$ cat config.mk
export PLATFORM = sky130hd
export DESIGN_NAME = cpu_state_dumper
export DESIGN_NICKNAME = d
export VERILOG_FILES = /design/src/rtl/dbg_pkg.sv /design/src/rtl/dump_out_reg.sv /design/src/rtl/cpu_state_dumper.sv
export SDC_FILE = /design/constraint.sdc
export NUM_CORES = 1
export LEC_CHECK = 0
export ABC_AREA = 1
export CAP_MARGIN = 5
export CORE_MARGIN = 3
export CORE_UTILIZATION = 50
export CTS_BUF_LIST = sky130_fd_sc_hd__clkbuf_4
export DETAILED_ROUTE_END_ITERATION = 10
export PLACE_DENSITY = 0.83
export SLEW_MARGIN = 20
export SYNTH_ARGS = -nofsm -noshare
export SYNTH_HDL_FRONTEND = slang
export SYNTH_SLANG_ARGS = --single-unit
$ cat constraint.sdc
create_clock -name clk -period 2.2 [get_ports clk]
set_clock_uncertainty 0.1 [all_clocks]
set_input_delay 0.44 -clock clk [delete_from_list [all_inputs] [get_ports clk]]
set_output_delay 0.44 -clock clk [all_outputs]
set_load 0.005 [all_outputs]
$ cat src/rtl/dbg_pkg.sv
// dbg_pkg: shared types and constants for debug-side state streamers
package dbg_pkg;
  typedef enum logic [2:0] {S_IDLE, S_HDR, S_PC, S_INST, S_REG, S_MEM} dump_state_e;
  localparam logic [15:0] HDR_MAGIC = 16'hC0DE;
  localparam int GPR_COUNT = 32;
endpackage

$ cat src/rtl/dump_out_reg.sv
// dump_out_reg: single skid-free valid/ready output register with load enable
module dump_out_reg #(
  parameter int W = 32
) (
  input  logic         clk,
  input  logic         resetn,
  input  logic         valid_i,
  input  logic [W-1:0] data_i,
  input  logic         last_i,
  input  logic         ready_i,
  output logic         ld_o,
  output logic         valid_o,
  output logic [W-1:0] data_o,
  output logic         last_o
);
  logic         valid_q, last_q;
  logic [W-1:0] data_q;
  assign ld_o    = !valid_q || ready_i;
  assign valid_o = valid_q;
  assign data_o  = data_q;
  assign last_o  = last_q;
  always_ff @(posedge clk or negedge resetn)
    if (!resetn) begin
      valid_q <= 1'b0;
      data_q  <= '0;
      last_q  <= 1'b0;
    end else if (ld_o) begin
      valid_q <= valid_i;
      data_q  <= data_i;
      last_q  <= valid_i && last_i;
    end
endmodule

$ cat src/rtl/cpu_state_dumper.sv
// cpu_state_dumper: streams PC/inst snapshot, all GPRs and a data-memory window on start
module cpu_state_dumper
  import dbg_pkg::*;
#(
  parameter int          MEM_WORDS = 8,
  parameter logic [31:0] MEM_BASE  = 32'h0000_0000
) (
  input  logic        clk,
  input  logic        resetn,
  input  logic        start,
  output logic        busy,
  output logic [4:0]  rf_addr,
  input  logic [31:0] rf_data,
  output logic [31:0] mem_addr,
  input  logic [31:0] mem_data,
  input  logic [31:0] cpu_pc,
  input  logic [31:0] cpu_inst,
  output logic        dump_valid,
  input  logic        dump_ready,
  output logic [31:0] dump_data,
  output logic        dump_last
);
  localparam logic [5:0]  MW       = 6'(MEM_WORDS);
  localparam logic [31:0] HDR_WORD = {HDR_MAGIC, 8'(GPR_COUNT), 8'(MEM_WORDS)};
  dump_state_e state_q;
  logic [31:0] pc_q, inst_q, mem_addr_q;
  logic [4:0]  rf_addr_q;
  logic [5:0]  mem_cnt_q;
  logic        ld, w_valid, w_last;
  logic [31:0] w_data;
  assign busy     = state_q != S_IDLE;
  assign rf_addr  = rf_addr_q;
  assign mem_addr = mem_addr_q;
  // state names the word currently held; the mux picks the word loaded next
  always_comb begin
    w_valid = 1'b1;
    w_last  = 1'b0;
    w_data  = rf_data;
    case (state_q)
      S_IDLE: begin
        w_valid = start;
        w_data  = HDR_WORD;
      end
      S_HDR:  w_data = pc_q;
      S_PC:   w_data = inst_q;
      S_INST: w_data = rf_data;
      S_REG: begin
        w_data = (rf_addr_q != 5'd0) ? rf_data : mem_data;
        w_last = rf_addr_q == 5'd0 && MW == 6'd1;
      end
      S_MEM: begin
        w_valid = mem_cnt_q != MW;
        w_data  = mem_data;
        w_last  = mem_cnt_q + 6'd1 == MW;
      end
      default: w_valid = 1'b0;
    endcase
  end
  // rf_addr_q reaching 0 again inside REG marks all GPRs loaded
  always_ff @(posedge clk or negedge resetn)
    if (!resetn) begin
      state_q    <= S_IDLE;
      pc_q       <= '0;
      inst_q     <= '0;
      rf_addr_q  <= '0;
      mem_addr_q <= MEM_BASE;
      mem_cnt_q  <= '0;
    end else if (ld) begin
      case (state_q)
        S_IDLE: if (start) begin
          state_q <= S_HDR;
          pc_q    <= cpu_pc;
          inst_q  <= cpu_inst;
        end
        S_HDR: state_q <= S_PC;
        S_PC:  state_q <= S_INST;
        S_INST: begin
          state_q   <= S_REG;
          rf_addr_q <= 5'd1;
        end
        S_REG: if (rf_addr_q != 5'd0) rf_addr_q <= rf_addr_q + 5'd1;
        else begin
          state_q    <= S_MEM;
          mem_addr_q <= mem_addr_q + 32'd4;
          mem_cnt_q  <= 6'd1;
        end
        S_MEM: if (mem_cnt_q == MW) begin
          state_q    <= S_IDLE;
          mem_addr_q <= MEM_BASE;
          mem_cnt_q  <= '0;
        end else begin
          mem_addr_q <= mem_addr_q + 32'd4;
          mem_cnt_q  <= mem_cnt_q + 6'd1;
        end
        default: state_q <= S_IDLE;
      endcase
    end
  dump_out_reg #(.W(32)) u_out (
    .clk     (clk),
    .resetn  (resetn),
    .valid_i (w_valid),
    .data_i  (w_data),
    .last_i  (w_last),
    .ready_i (dump_ready),
    .ld_o    (ld),
    .valid_o (dump_valid),
    .data_o  (dump_data),
    .last_o  (dump_last)
  );
endmodule
==> flow_summary.ini <==
[worst_setup_path]
crit_buf_inv = 1
path_cells = clkdlybuf4s50_1
r2r-start = rf_addr[0]$_DFFE_PN0P_
startpoint = mem_addr[16]$_DFFE_PN0P_
arrival_ps = 1580
crit_path_end = mem_addr[16]
critPathLaunchType = register
ff2ff_path_depth = 12
cpMaxStageDelayCell = clkdlybuf4s50_1
reg2reg_to = mem_addr[20]$_DFFE_PN0P_
slowest_delay_ps = 540
worst-path-stages = 1
end_kind = output port
cp_top_family = buffers and inverters
worst_ep_required_time_ps = 1660
path_class = reg -> out
r2r_slack_ps = 110
crit_fanout = 5

[synth]
synth_top_area_cell = dfrtp_1
syn_inst = 903
avgSynthCellArea_um2 = 8.22
ys_ff_latch = 142
synth_area_leaders = dfrtp_1, nand2_1, a21oi_1
ys_async_sr_fraction = 1.00
yosys_warnings = 0
ys_types = 39
synth_top_area_frac = 0.479
ys_seq_area_frac = 0.479
synthFlopType = dfrtp_1
syn_area_um2 = 7420
synth_edf_count = 0

[detailed_routing]
wirelength_mm = 21.4
drt_iter0_markers = 524
via_per_inst = 5.37
first_pass_iters = 8
vias = 7038
ant_nets = 0
drcViolationCount = 0
wire_per_inst_um = 16.3

[die]
pin_count = 204
dieArea_um2 = 16300
rows = 43
start_util = 0.522
core_area_um2 = 14200
die_w_um = 128
fp.dieH_um = 128

[timing]
hold_violations = 0
fin_ws_ps = 76.4
drv_slew = 0
rsz0062_at_grt = false
finalSetupViolCount = 0
fin_crit_sh = 0.965
setup_tns_ps = 0
holdWs_ps = 249
period_minus_slack_ps = 2120
fmax_mhz = 471

[clocking]
clock_latency_ps = 570
h-tree-depth = 4
cts_tree = yes
numCtsBuffers = 17
clockBufferDepth = 2
root_buffer = clkbuf_4
clkTransAtPathRegs_ps = 130
cts.sinks = 142

[global_routing]
track_usage = 0.264
grt_pass1_wl_mm = 34.1
grt-ovfl-total = 0
grt_max_degree = 49
grt_pass1_vias = 6907
antenna_found_initial = 1

[hold_path]
hold_class = in -> async

[job]
drv_cap = 0

[place]
globalplace.congestion = 0.997
numPortBuffers = 201
dpl_worst_slack_ps = 92.1
hpwl_mm = 16.4
dpl_cell_area_um2 = 9730

[final_layout]
post-route-util = 0.705
nNetsFinal = 1254
area_delta_synth_final_pct = 34.9
design_area_um2 = 10000
nFillCells = 1167
drive_above_1_share = 0.0877

[pwr]
power_leakage_uw = 0.00439
p_per_area_nw_per_um2 = 1070
peakVddDrop_v = 0.000765

[outcome]
outcome = complete, no violations
-- synthesized netlist by cell type (all sizes together) (7+ instances only) --
library cell	n
o211ai	11
a22oi	9
buf	24
o21ai	57
dfrtp	142
nand2	195
inv	81
a21oi	104
xor2	7
mux2	41
nand3	48
a31oi	10
nor2	127
clkbuf	14
-- logic make-up after synthesis --
kind of cell    after synthesis  share of synthesized area
compound gates              201                      0.149
xor+xnor                     10                     0.0118
fa+ha+maj                     6                     0.0101
buf+inv                     121                     0.0698
flops                       142                      0.479
mux                          41                     0.0622
other cells                   1                   0.000505
simple gates                381                      0.218
-- metrics by stage --
| step | cells | total power, µW |
|---|---|---|
| after floorplan | 904 | 7090 |
| after global placement | 1274 | 9040 |
| after detailed placement | 1274 | 9240 |
| after CTS | 1309 | 10800 |
| after global routing | 1310 | 11500 |
| final | 1310 | 10800 |
-- worst min-delay path by stage --
stage          startpoint                       end  depth (start not counted)
3_3_place_gp       resetn   mem_addr[7]$_DFFE_PN0P_                          1
5_1_grt            resetn  mem_addr[12]$_DFFE_PN0P_                          2
6_report           resetn  mem_addr[31]$_DFFE_PN0P_                          2
3_5_place_dp       resetn   mem_addr[7]$_DFFE_PN0P_                          1
2_1_floorplan      resetn     inst_q[0]$_DFFE_PN0P_                          0
4_1_cts            resetn   mem_addr[3]$_DFFE_PN0P_                          2
-- cell type report --
class | count | area [µm²] | area share
flip-flops and latches | 142 | 3570 | 0.356
multi-input cells | 641 | 3370 | 0.336
repair buffers | 231 | 2300 | 0.230
inverters | 83 | 314 | 0.0314
well taps | 180 | 225 | 0.0225
clock buffers | 19 | 143 | 0.0142
clock inverters | 13 | 91.3 | 0.00912
diodes | 1 | 2.50 | 0.000250
-- power by group --
part	switching (µW)	total, µW	internal, µW
clock network	1000	1470	473
logic	2690	5000	2310
registers	640	4280	3640
-- cell usage in the layout (no fill, tap or decap), types with 24 or more instances in the layout --
cell type / instances
a21oi_1: 103
buf_4: 24
mux2_1: 41
nand2_1: 187
dfrtp_1: 132
o21ai_0: 49
nor2_1: 119
clkdlybuf4s50_1: 199
inv_1: 75
nand3_1: 47
-- what timing repair did --
action	4_1_cts	5_1_grt
hold endpoints to repair	42	0
hold buffers	1	0
pin swaps	1	0
endpoints found under the setup margin	2	8
buffers inserted	2	0
resized for setup	6	8
-- layer usage --
metal / up-vias / wire length, µm / track usage
met5: - / 0 / 0
met4: 0 / 487 / 0.0943
met3: 42 / 1920 / 0.0825
met2: 303 / 10300 / 0.444
met1: 3287 / 8620 / 0.321
li1: 3406 / - / -
-- registers in the layout (all words and copies together) (netlist names) --
register and count:
inst_q 32, mem_addr 30, mem_cnt_q 6, pc_q 32, rf_addr 5, state_q 3, u_out.data_o 32, u_out.last_o 1
u_out.valid_o 1
No activity file was read; power rests on OpenSTA's default activity.
